==> config.mk <==
export PLATFORM = sky130hd
export DESIGN_NAME = simon_encrypt_flat
export DESIGN_NICKNAME = d
export VERILOG_FILES = /design/src/rtl/simon_pkg.sv /design/src/rtl/simon_encrypt_if.sv /design/src/rtl/simon_enc_round.sv /design/src/rtl/simon_encrypt.sv /design/src/flat_wrapper.sv
export SDC_FILE = /design/constraint.sdc
export NUM_CORES = 1
export LEC_CHECK = 0
export CORE_MARGIN = 4
export CORE_UTILIZATION = 53
export DETAILED_ROUTE_END_ITERATION = 16
export MAX_ROUTING_LAYER = met4
export PLACE_DENSITY = 0.7
export SLEW_MARGIN = 25
export SYNTH_ARGS = -nofsm -noshare
export SYNTH_HDL_FRONTEND = slang
export SYNTH_SLANG_ARGS = --single-unit
export TNS_END_PERCENT = 10
==> constraint.sdc <==
create_clock -name clk -period 2.5 [get_ports clk]
set_input_delay 0.625 -clock clk [delete_from_list [all_inputs] [get_ports clk]]
set_output_delay 0.625 -clock clk [all_outputs]
set_load 0.01 [all_outputs]
==> src/rtl/simon_pkg.sv <==
// ============================================================================
// Module      : simon_pkg
// Description : Shared Simon32/64 constants, state encoding and rotate helpers
// Revision    : 1.0 - initial release
// ============================================================================
`default_nettype none

package simon_pkg;

  localparam int          SIMON_WORD   = 16;
  localparam int          SIMON_ROUNDS = 32;
  localparam logic [15:0] SIMON_C      = 16'hFFFC;
  // Leftmost bit is index 0 of the z0 sequence.
  localparam logic [61:0] SIMON_Z0     =
    62'b11111010001001010110000111001101111101000100101011000011100110;

  typedef enum logic [1:0] {
    IDLE = 2'd0,
    RUN  = 2'd1,
    DONE = 2'd2
  } simon_state_e;

  function automatic logic [15:0] rol1(input logic [15:0] v);
    return {v[14:0], v[15]};
  endfunction

  function automatic logic [15:0] rol2(input logic [15:0] v);
    return {v[13:0], v[15:14]};
  endfunction

  function automatic logic [15:0] rol8(input logic [15:0] v);
    return {v[7:0], v[15:8]};
  endfunction

  function automatic logic [15:0] ror1(input logic [15:0] v);
    return {v[0], v[15:1]};
  endfunction

  function automatic logic [15:0] ror3(input logic [15:0] v);
    return {v[2:0], v[15:3]};
  endfunction

endpackage

`default_nettype wire

==> src/rtl/simon_encrypt_if.sv <==
// ============================================================================
// Module      : simon_encrypt_if
// Description : Nibble-serial load/unload and status bundle of the encrypt engine
// Revision    : 1.0 - initial release
// ============================================================================
`default_nettype none

interface simon_encrypt_if;
  logic       shift;
  logic       start;
  logic [3:0] data_in;
  logic [3:0] data_out;
  logic       busy;
  logic       done;

  modport master (output shift, start, data_in, input data_out, busy, done);
  modport slave  (input shift, start, data_in, output data_out, busy, done);
endinterface

`default_nettype wire

==> src/rtl/simon_enc_round.sv <==
// ============================================================================
// Module      : simon_enc_round
// Description : One combinational Simon32/64 round plus next key word
// Revision    : 1.0 - initial release
// ============================================================================
`default_nettype none

module simon_enc_round
  import simon_pkg::*;
(
  input  logic [15:0] x,
  input  logic [15:0] y,
  input  logic [15:0] k0,
  input  logic [15:0] k1,
  input  logic [15:0] k3,
  input  logic        z,
  output logic [15:0] x_next,
  output logic [15:0] y_next,
  output logic [15:0] knew
);

  logic [15:0] w_f;
  logic [15:0] w_tmp;

  assign w_f    = (rol1(x) & rol8(x)) ^ rol2(x);
  assign x_next = y ^ w_f ^ k0;
  assign y_next = x;

  // SIMON_C folds the key inversion and the constant 3 into one XOR.
  assign w_tmp  = ror3(k3) ^ k1;
  assign knew   = SIMON_C ^ {15'd0, z} ^ k0 ^ w_tmp ^ ror1(w_tmp);

endmodule

`default_nettype wire

==> src/rtl/simon_encrypt.sv <==
// ============================================================================
// Module      : simon_encrypt
// Description : Simon32/64 encrypt engine, nibble-serial I/O, one round per clock
// Revision    : 1.0 - initial release
// ============================================================================
`default_nettype none

module simon_encrypt
  import simon_pkg::*;
#(
  parameter int ROUNDS = SIMON_ROUNDS
) (
  input  logic            clk,
  input  logic            rst_n,
  simon_encrypt_if.slave  bus
);

  localparam int            CW     = (ROUNDS > 1) ? $clog2(ROUNDS) : 1;
  localparam logic [CW-1:0] c_last = CW'(ROUNDS - 1);

  simon_state_e  r_state;
  simon_state_e  w_state_next;
  logic [95:0]   r_chain;
  logic [95:0]   w_chain_next;
  logic [CW-1:0] r_round;
  logic [CW-1:0] w_round_next;

  logic [15:0]   w_x_next;
  logic [15:0]   w_y_next;
  logic [15:0]   w_knew;
  logic [5:0]    w_zidx;
  logic          w_z;

  assign w_zidx = 6'd61 - 6'(r_round);
  assign w_z    = SIMON_Z0[w_zidx];

  // Chain layout: {x, y, k3, k2, k1, k0}
  simon_enc_round u_round (
    .x      (r_chain[95:80]),
    .y      (r_chain[79:64]),
    .k0     (r_chain[15:0]),
    .k1     (r_chain[31:16]),
    .k3     (r_chain[63:48]),
    .z      (w_z),
    .x_next (w_x_next),
    .y_next (w_y_next),
    .knew   (w_knew)
  );

  always_ff @(posedge clk or negedge rst_n) begin
    if (!rst_n) begin
      r_state <= IDLE;
      r_chain <= '0;
      r_round <= '0;
    end else begin
      r_state <= w_state_next;
      r_chain <= w_chain_next;
      r_round <= w_round_next;
    end
  end

  always_comb begin
    w_state_next = r_state;
    w_chain_next = r_chain;
    w_round_next = r_round;
    case (r_state)
      IDLE: begin
        if (bus.shift) begin
          w_chain_next = {r_chain[91:0], bus.data_in};
        end else if (bus.start) begin
          w_state_next = RUN;
          w_round_next = '0;
        end
      end
      RUN: begin
        w_chain_next = {w_x_next, w_y_next, w_knew, r_chain[63:16]};
        if (r_round == c_last) begin
          w_state_next = DONE;
        end else begin
          w_round_next = r_round + CW'(1);
        end
      end
      DONE: begin
        if (bus.shift) begin
          w_chain_next = {r_chain[91:0], bus.data_in};
          w_state_next = IDLE;
        end else if (bus.start) begin
          w_state_next = RUN;
          w_round_next = '0;
        end
      end
      default: begin
        w_state_next = IDLE;
      end
    endcase
  end

  assign bus.data_out = r_chain[95:92];
  assign bus.busy     = (r_state == RUN);
  assign bus.done     = (r_state == DONE);

endmodule

`default_nettype wire
==> src/flat_wrapper.sv <==
// flat-port wrapper written by rule: the top's interface ports become plain ports
module simon_encrypt_flat import simon_pkg::*;
#(
  parameter int ROUNDS = SIMON_ROUNDS
)
  (clk, rst_n, bus_shift, bus_start, bus_data_in, bus_data_out, bus_busy, bus_done);
  simon_encrypt_if bus_i ();
  input  logic clk;
  input  logic rst_n;
  input wire logic [$bits(bus_i.shift)-1:0] bus_shift;
  input wire logic [$bits(bus_i.start)-1:0] bus_start;
  input wire logic [$bits(bus_i.data_in)-1:0] bus_data_in;
  output wire logic [$bits(bus_i.data_out)-1:0] bus_data_out;
  output wire logic [$bits(bus_i.busy)-1:0] bus_busy;
  output wire logic [$bits(bus_i.done)-1:0] bus_done;
  assign bus_i.shift = bus_shift;
  assign bus_i.start = bus_start;
  assign bus_i.data_in = bus_data_in;
  assign bus_data_out = bus_i.data_out;
  assign bus_busy = bus_i.busy;
  assign bus_done = bus_i.done;
  simon_encrypt #(.ROUNDS(ROUNDS)) u_core (.clk(clk), .rst_n(rst_n), .bus(bus_i));
endmodule
---- Word level (Yosys, flattened, before mapping) ----
Memory sizes are Yosys's and may differ from the RTL's.
Cells that the tools add are included.
word-level totals
  word-level logic and storage cells ...... 42
  memories kept ........................... 1
  register bits ........................... 103
  output and inout port bits .............. 6
  ROM bits ................................ 64
  input port bits ......................... 8
cells by class
  bitwise operators ....................... 8
  reductions and logical operators ........ 6
  magnitude comparators ................... 1
  mux-type cells .......................... 12
  add/subtract/negate cells ............... 2
  eq/ne operators ......................... 9
memory list
  memory           words  width  rd ports  clocked after Yosys merged registers in  write ports  line                 text
  (no name shown)  64     1      1         0                                        0            simon_encrypt.sv:35  assign w_z = SIMON_Z0[w_zidx];
operator list
  cell                                                                          count
  96-bit one-hot mux with 2 select lines                                        1
  16-bit XOR                                                                    7
  96-bit two-way mux                                                            1
  16-bit AND                                                                    1
  5-bit two-way mux                                                             3
  5-bit one-hot mux with 2 select lines                                         1
  2-bit two-way mux                                                             4
  6-bit by 7-bit less-than comparator with 1-bit output, second input constant  1
  2-bit by 1-bit != test with 1-bit output, second input constant               3
  2-bit != test, second input constant                                          3
  2-bit one-hot mux with 3 select lines                                         1
  6-bit by 5-bit subtractor with 6-bit output, first input constant             1
  5-bit by 1-bit adder with 5-bit output, second input constant                 1
  5-bit == test, second input constant                                          1
  2-bit AND reduction                                                           2
  4-bit AND reduction                                                           1
  2-bit by 1-bit == test with 1-bit output, second input constant               1
  2-bit == test, second input constant                                          1
  2-bit zero test                                                               1
  2-bit nonzero test                                                            1
  2-bit OR reduction                                                            1
  1-bit two-way mux                                                             1

---- Longest topological paths before layout ----
Gate-level depths: netlist of run 1.
  word-level depth ........................ 7
  depth in mapped cells ................... 7
  depth with buffers taken out ............ 7

---- Hierarchy ----
Synthesis of run 1 repeated with hierarchy kept, for this count alone.
unflattened totals
  cell total of the unflattened synthesis .. 581
  area total of the unflattened synthesis .. 6208.5 µm²
modules (own cells, without submodules)
  module           instances  area an instance (µm²)  cells an instance
  simon_encrypt    1          5009.8                  484
  simon_enc_round  1          1198.6                  97

---- Worst setup path before layout of run 1 ----
No wires, ideal clock.
  path kind ............................... register to register
  start ................................... reg u_core.r_round[1]
  end ..................................... reg u_core.r_chain[48]
  clock period less this slack ............ 2.268 ns
  buffers on the path ..................... 1
  required time ........................... 2.368 ns
  path slack .............................. 0.232 ns
  arrival time ............................ 2.135 ns
  setup time .............................. 0.132 ns
  stages on the path, launching flop included .. 7
  path through ............................ dfrtp_1 > ha_1 > buf_2 > mux2_2 > mux4_2 > a2111oi_2 > nor3b_1
on the way
  word-level cells in the longest chain between the ends .. 7
ends and longest elaborated chain
  what                                         line                   text
  start: declaration                           simon_encrypt.sv:25    logic [CW-1:0] r_round;
  start signal: assignment                     simon_encrypt.sv:58    r_round <= w_round_next;
  6-bit by 5-bit subtractor with 6-bit output  simon_encrypt.sv:34    assign w_zidx = 6'd61 - 6'(r_round);
  memory 64 x 1 bit                            --
  1-bit two-way mux (not written as such)      simon_encrypt.sv:35
  16-bit XOR (3 in series)                     simon_enc_round.sv:31  assign knew = SIMON_C ^ {15'd0, z} ^ k0 ^ w_tmp ^ ror1(w_tmp);
  96-bit one-hot mux with 2 select lines       simon_encrypt.sv:66    case (r_state)
  end signal: assignment                       simon_encrypt.sv:57    r_chain <= w_chain_next;
  end: declaration                             simon_encrypt.sv:23    logic [95:0] r_chain;
Every way passes these cells. The select of a mux whose other input is x is not followed.
A chain may end at the register's enable or synchronous reset.

---- Worst setup path in the final report of run 1 ----
  start ................................... reg u_core.r_state[1]
  end ..................................... out bus_done
on the way
  word-level cells in the longest chain between the ends .. 1
ends and longest elaborated chain
  what                      line                  text
  start: declaration        simon_encrypt.sv:21   simon_state_e r_state;
  start signal: assignment  simon_encrypt.sv:56   r_state <= w_state_next;
  2-bit == test             simon_encrypt.sv:100  assign bus.done = (r_state == DONE);
  end: declaration          flat_wrapper.sv:15    output wire logic [$bits(bus_i.done)-1:0] bus_done;
Every way passes these cells.

==> metrics.csv, run 1 <==
metric,value,unit
grt_pass1_vias,4300,
core_region_area,11400,sq um
synth_mux_area_share,16.7,%
drt_iter0_markers,347,
tightest_slew,0.782,ns
post-place-cells,753,
synth_compound_gate_area_share,12.7,%
hp-class,primary input to asynchronous set/reset pin,
dpl.hpwl,8650,microns
period_share,94.3,%
hold_viol_final,0,
power.share.sequential,34.0,%
die-width,116,microns
portBuffers,13,
rows,39,
crit_path_start_kind,flip-flop,
nets,638,
p_sw_share,41.6,%
grt.overflow.total,0,
num_vias,4359,
area_growth,8.87,%
path_max_fanout,32,
synthSimpleGateAreaFrac,9.76,%
clk_pin_slew,0.07,ns
cap_viol_max_count,0,
cts_tree,built,
ys_seq_elements,103,
avgSynthCellArea,9.82,sq um
ir_drop,0.863,mV
synthCells,632,
synthAdderAreaFrac,1.81,%
cts_setup_buffers,0,
status,completed,
layout_min_cycle_time,2.36,ns
netlist_area,6210,sq um
layout_common_cells,"101 x dfrtp_1, 99 x mux2i_1, 82 x xnor2_1",
synth_top_family_by_area,multiplexers,
clk-insertion-delay-late,0.34,ns
cts_made_buffers,9,
antenna_found_initial,0,
drtPass1Iterations,4,
clock.fmax,424,MHz
regArea,2580,sq um
pwr-share-comb,53.6,%
antenna_left,0,
yosysWarnings,0,
worstPathArrival,1.73,ns
cts-htree-levels,3,
yosysUniqueCellTypes,28,
crit_type,flip-flop to primary output,
required,1.88,ns
power.switching,4820,uW
grt_pass1_wl,22300,microns
setup_viol,0,
p_clk_share,12.4,%
die_h,116,microns
slowest_delay,0.56,ns
ys_seq_area_share,41.5,%
io_pins,14,
critPathTopFamily,buffers and inverters,
power.leakage,0.00297,uW
initial_core_util,54.4,%
skew,0.00672,ns
routabilityCongestion,0.837,
synthesis.nets,649,
internal_power,6770,uW
track_usage,21.6,%
synth-xor-area-share,14.1,%
rsz0062_at_grt,no,
slew_headroom,47.9,%
maxSlewViolCount,0,
worst_path_max_delay_cell,clkdlybuf4s50_1,
drcViolationCount,0,
wl_per_cell,17.0,microns
power_density,1710,nW/um^2
nFillCells,982,
grt_max_degree,128,
cp.buffers_inverters,2,
dieArea,13500,sq um
crit_path_cell_trace,buf_6 -> nor2b_1 -> clkdlybuf4s50_1,
stdcell_count,769,
multiInputGateArea,3430,sq um
setup_tns,0,ns
drt-total-wl,13100,microns
layout_commonest_cell,dfrtp_1,
worstSetupEndpointType,primary output,
cts.sinks,103,
drive_above_1_share,5.27,%
root_buffer,clkbuf_16,
clock_path_buffers,2,
diodes,0,
viasPerCell,5.67,
logic make-up after synthesis:
| kind of cell | after synthesis |
|---|---|
| compound gates | 136 |
| fa+ha+maj | 9 |
| simple gates | 133 |
| mux | 102 |
| buf+inv | 49 |
| flops | 103 |
| xor+xnor | 100 |
metrics by stage:
stage	total power, uW	util [%]	hold slack [ns]	setup WS [ns]	instance area [sq um]
after floorplan	8800	-	0.329	0.232	6210
after global placement	9950	56.5	0.540	0.296	6450
after detailed placement	10200	56.5	0.546	0.217	6450
after CTS	11700	59.1	0.372	0.0530	6750
after global routing	12600	59.2	0.377	0.0435	6760
final	11600	59.2	0.320	0.144	6760
sequential cells by signal, summed over array words and instances, names as in the netlist:
name and flops:
u_core.r_round 5, u_core.r_state 2, u_core.r_chain 96
path summary, 6_finish.rpt:
check                                         from                  to  slack [ns]  depth (start not counted)
min in group clk                u_core.r_chain[38]  u_core.r_chain[38]        0.56                          2
max in group asynchronous                    rst_n   u_core.r_state[0]        1.68                          2
worst max register to register   u_core.r_round[1]  u_core.r_chain[48]        0.18                          6
worst max-delay path             u_core.r_state[1]            bus_done        0.14                          3
worst min register to register  u_core.r_chain[38]  u_core.r_chain[38]        0.56                          2
worst min-delay path                         rst_n  u_core.r_chain[94]        0.32                          2
final cells by class:
cell class | count | share of cell area, %
multi-input combinational | 480 | 50.8
sequential | 103 | 38.2
clock buffer | 13 | 3.85
timing repair buffer | 22 | 3.61
tap | 143 | 2.65
clock inverter | 3 | 0.630
inverter | 5 | 0.278
timing repair:
action | in CTS | in global routing
endpoints found under the setup margin | 0 | 1
hold buffers | 0 | 0
gates resized for setup | 0 | 1
routing by layer:
| metal | track usage (%) | routed length [microns] |
|---|---|---|
| met1 | 28.5 | 6250 |
| met2 | 34.9 | 6320 |
| met3 | 3.52 | 290 |
| met4 | 5.65 | 218 |
| met5 | - | 0 |
synth_stat cells:
cell type	number	area share, %
and3_1	2	0.20
mux4_2	1	0.36
clkbuf_1	26	1.6
a22o_1	2	0.28
mux2i_1	99	16
nand3_1	3	0.24
xor2_1	18	2.5
nor2b_1	2	0.20
a2111oi_2	1	0.24
a21oi_1	65	5.2
buf_2	6	0.48
nor3b_1	2	0.24
ha_1	9	1.8
nand2b_1	31	3.1
dfrtp_1	103	42
and3_4	1	0.18
a211oi_1	2	0.24
mux2_2	2	0.36
inv_1	5	0.30
xnor2_1	82	12
o32ai_1	1	0.14
o211ai_1	31	3.7
buf_4	5	0.60
buf_1	7	0.42
o2111ai_1	1	0.14
nor2_1	71	4.3
o21ai_0	33	2.7
nand2_1	21	1.3
power by group through the flow:
stage               registers [uW]  clock network (uW)  logic [uW]
floorplan                     3450                   0        5350
global placement              3920                   0        6020
detailed placement            3970                   0        6220
CTS                           3940                1470        6270
global route                  4090                1540        6950
finish                        3940                1430        6210
Power figures use the tool's default switching activity.
==> run 2, diff against run 1 <==
--- a/config.mk
+++ b/config.mk
@@ -7,8 +7,8 @@
 export LEC_CHECK = 0
 export CORE_MARGIN = 4
 export CORE_UTILIZATION = 53
+export CTS_CLUSTER_DIAMETER = 100
 export DETAILED_ROUTE_END_ITERATION = 16
-export MAX_ROUTING_LAYER = met4
 export PLACE_DENSITY = 0.7
 export SLEW_MARGIN = 25
 export SYNTH_ARGS = -nofsm -noshare
==> metrics.csv, run 2 (synthesis gave the netlist of run 1 again) <==
metric,value,unit
drive_above_1_share,5.27,%
antenna_found_initial,0,
crit_type,flip-flop to primary output,
clk-insertion-delay-late,0.34,ns
rsz0062_at_grt,no,
crit_path_start_kind,flip-flop,
power,11600,uW
internal_power,6760,uW
hold_viol_final,0,
tightest_slew,0.712,ns
clock.fmax,424,MHz
routabilityCongestion,0.825,
worstSetupEndpointType,primary output,
critPathTopFamily,buffers and inverters,
portBuffers,13,
core_region_area,11400,sq um
num_vias,4390,
reg_top3,"u_core.r_chain (96), u_core.r_round (5), u_core.r_state (2)",
pwr-share-comb,53.5,%
postCtsHoldBufs,0,
setup_tns,0,ns
grt_pass1_wl,22300,microns
slew_headroom,52.5,%
crit_path_cell_trace,buf_6 -> nor2b_1 -> clkdlybuf4s50_1,
period_share,94.4,%
power.leakage,0.00297,uW
drt_iter0_markers,340,
power.switching,4820,uW
drt-total-wl,13100,microns
cts.sinks,103,
status,completed,
die_h,116,microns
hold_ws,0.349,ns
regArea,2580,sq um
dpl.hpwl,8650,microns
cts_tree,built,
rows,39,
drtPass1Iterations,4,
largest_register_ffs,96,
drcViolationCount,0,
skew,0.00843,ns
hp-class,primary input to asynchronous set/reset pin,
layout_min_cycle_time,2.36,ns
required,1.88,ns
layout_commonest_cell,dfrtp_1,
largest-register,u_core.r_chain,
nFillCells,982,
diodes,0,
root_buffer,clkbuf_16,
cts_made_buffers,9,
power.share.sequential,34.1,%
clk_pin_slew,0.07,ns
grt.overflow.total,0,
power_density,1710,nW/um^2
nets,638,
dieArea,13500,sq um
p_sw_share,41.6,%
clock_path_buffers,2,
cap_viol_max_count,0,
cts_setup_buffers,0,
stdcell_count,769,
post-place-cells,753,
grt_max_degree,128,
cp.buffers_inverters,2,
setup_viol,0,
slowest_delay,0.56,ns
multiInputGateArea,3430,sq um
p_clk_share,12.4,%
wl_per_cell,17.0,microns
layout_common_cells,"101 x dfrtp_1, 99 x mux2i_1, 82 x xnor2_1",
worstPathArrival,1.73,ns
viasPerCell,5.71,
cts-htree-levels,3,
track_usage,20.9,%
antenna_left,0,
initial_core_util,54.4,%
io_pins,14,
die-width,116,microns
area_growth,8.87,%
maxSlewViolCount,0,
ir_drop,0.861,mV
grt_pass1_vias,4310,
worst_path_max_delay_cell,clkdlybuf4s50_1,
path_max_fanout,32,
## run 2: cell counts in the layout (fill, tap and decap cells not counted)
Identical to the previous run, type by type.
## run 2: power groups by stage
stage          Combinational, uW  Clock [uW]  Sequential, uW
2_1_floorplan               5350           0            3450
3_3_place_gp                6020           0            3920
3_5_place_dp                6220           0            3970
4_1_cts                     6270        1470            3940
5_1_grt                     6950        1540            4090
6_report                    6200        1430            3950
## run 2: cell type report
class	count	share of cell area (%)
multi-input combinational	480	50.8
sequential	103	38.2
clock buffer	13	3.85
tap	143	2.65
timing repair buffer	22	3.61
inverter	5	0.278
clock inverter	3	0.630
## run 2: metal layers
metal | share of wire (%) | global-route usage (%) | routed length (microns)
met1 | 47 | 28.3 | 6190
met2 | 49 | 35.0 | 6400
met3 | 2.3 | 3.52 | 304
met4 | 1.7 | 5.65 | 218
met5 | 0 | 0 | 0
## run 2: timing repair
item	4_1_cts	5_1_grt
hold endpoints to repair	0	0
setup endpoints to repair	0	1
gates resized for setup	0	1
## run 2: stage by stage
step / util (%) / setup slack [ns] / instance area, sq um
floorplan: - / 0.232 / 6210
global placement: 56.5 / 0.296 / 6450
detailed placement: 56.5 / 0.217 / 6450
CTS: 59.1 / 0.0530 / 6750
global route: 59.2 / 0.0435 / 6760
finish: 59.2 / 0.141 / 6760
## run 2: worst paths after layout
kind                                           end  cells past startpoint  slack, ns               start
worst min register to register  u_core.r_chain[45]                      2       0.56  u_core.r_chain[45]
worst max-delay path                      bus_done                      3       0.14   u_core.r_state[1]
worst max register to register  u_core.r_chain[48]                      6       0.19   u_core.r_round[1]
worst min-delay path            u_core.r_chain[94]                      2       0.35               rst_n
min in group clk                u_core.r_chain[45]                      2       0.56  u_core.r_chain[45]
max in group asynchronous        u_core.r_state[0]                      2       1.72               rst_n
## run 2: worst register-to-register path, stage by stage, from the launching register on
cell and delay, ns:
dfrtp_1 0.52, inv_1 0.14, ha_1 0.33, mux2_2 0.28, mux4_2 0.48, a2111oi_2 0.36, nor3b_1 0.09
==> run 3, diff against run 2 <==
--- a/config.mk
+++ b/config.mk
@@ -9,7 +9,9 @@
 export CORE_UTILIZATION = 53
 export CTS_CLUSTER_DIAMETER = 100
 export DETAILED_ROUTE_END_ITERATION = 16
+export GPL_ROUTABILITY_DRIVEN = 0
 export PLACE_DENSITY = 0.7
+export REMOVE_ABC_BUFFERS = 1
 export SLEW_MARGIN = 25
 export SYNTH_ARGS = -nofsm -noshare
 export SYNTH_HDL_FRONTEND = slang
==> metrics.csv, run 3 (synthesis gave the netlist of run 1 again) <==
metric,value,unit
status,completed,
crit_type,flip-flop to primary output,
cts_tree,built,
drive_above_1_share,5.89,%
dpl.hpwl,8960,microns
rows,39,
postCtsResizedCells,0,
io_pins,14,
power,11600,uW
die_h,116,microns
root_buffer,clkbuf_16,
worstPathArrival,1.70,ns
grt.overflow.total,0,
crit_path_start_kind,flip-flop,
worstSetupEndpointType,primary output,
worst_path_max_delay_cell,dfrtp_4,
dieArea,13500,sq um
num_vias,4357,
power.leakage,0.00297,uW
drcViolationCount,0,
cts.sinks,103,
area_growth,8.87,%
layout_min_cycle_time,2.33,ns
critPathTopFamily,buffers and inverters,
drtPass1Iterations,4,
setup_viol,0,
path_max_fanout,5,
grt_max_degree,128,
cts_made_buffers,9,
hold_ws,0.224,ns
largest-register,u_core.r_chain,
slew_headroom,55.9,%
reg_top3,"u_core.r_chain (96), u_core.r_round (5), u_core.r_state (2)",
initial_core_util,54.4,%
crit_path_cell_trace,nand2b_1 -> inv_1 -> clkdlybuf4s50_1,
period_share,93.1,%
viasPerCell,5.65,
cts-htree-levels,3,
pre_cts_ws,0.178,ns
maxSlewViolCount,0,
slowest_delay,0.52,ns
antenna_left,0,
required,1.88,ns
clk-insertion-delay-late,0.35,ns
skew,0.00585,ns
drt-total-wl,13100,microns
core_region_area,11400,sq um
ir_drop,1.00,mV
portBuffers,13,
clock.fmax,429,MHz
stdcell_count,771,
rsz0062_at_grt,no,
post-place-cells,755,
nFillCells,986,
cts_setup_buffers,0,
postCtsHoldBufs,0,
antenna_found_initial,0,
wl_per_cell,17.0,microns
track_usage,21.0,%
cp.buffers_inverters,2,
diodes,0,
cap_viol_max_count,0,
power_density,1710,nW/um^2
die-width,116,microns
grt_pass1_vias,4395,
clock_path_buffers,2,
hold_viol_final,0,
drt_iter0_markers,287,
layout_commonest_cell,dfrtp_1,
nets,640,
finalWorstSetupSlack,0.171,ns
clk_pin_slew,0.07,ns
utilization,59.2,%
tightest_slew,0.661,ns
layout_common_cells,"101 x dfrtp_1, 99 x mux2i_1, 82 x xnor2_1",
hp-class,primary input to asynchronous set/reset pin,
grt_pass1_wl,22200,microns
largest_register_ffs,96,
[run 3: cell count changes in the layout (fill, tap and decap cells not counted), moves of 2 or more]
| cell | delta |
|---|---|
| buf_4 | +4 |
| inv_6 | +2 |
| clkbuf_1 | -2 |
| clkbuf_8 | -2 |
[run 3: per-layer routing]
metal,global-route usage [%],share of wire (%),vias up
met3,5.49,3.8,16
met2,33.2,48,66
met4,6.34,1.7,0
li1,-,-,2154
met1,28.7,47,2121
met5,0,0,-
[run 3: final cells by class]
class	instances	area (sq um)	area share [%]
Sequential cell	103	2580	38.2
Tap cell	143	179	2.65
Clock inverter	7	78.8	1.17
Multi-Input combinational cell	480	3430	50.8
Timing Repair Buffer	24	243	3.59
Clock buffer	9	225	3.33
Inverter	5	18.8	0.278
[run 3: report_power, final]
| group | switching, uW | total [uW] | leakage [uW] | internal, uW |
|---|---|---|---|---|
| clock network | 654 | 1440 | 0.000144 | 789 |
| registers | 1300 | 3910 | 0.00119 | 2620 |
| logic | 2920 | 6210 | 0.00164 | 3300 |
[run 3: path summary, 6_finish.rpt]
check	from	slack, ns	depth (start not counted)	endpoint
min in group clk	u_core.r_chain[36]	0.56	2	u_core.r_chain[36]
min reg2reg	u_core.r_chain[36]	0.56	2	u_core.r_chain[36]
max	u_core.r_state[0]	0.17	3	bus_busy
min	rst_n	0.22	1	u_core.r_chain[14]
max in group asynchronous	rst_n	1.61	2	u_core.r_state[0]
max reg2reg	u_core.r_round[1]	0.17	6	u_core.r_chain[48]
[run 3: metrics by stage]
| step | instance area, sq um | setup TNS, ns |
|---|---|---|
| finish | 6760 | 0 |
| detailed placement | 6450 | 0 |
| global placement | 6450 | 0 |
| floorplan | 6010 | -537.89 |
| CTS | 6760 | 0 |
| global route | 6760 | 0 |
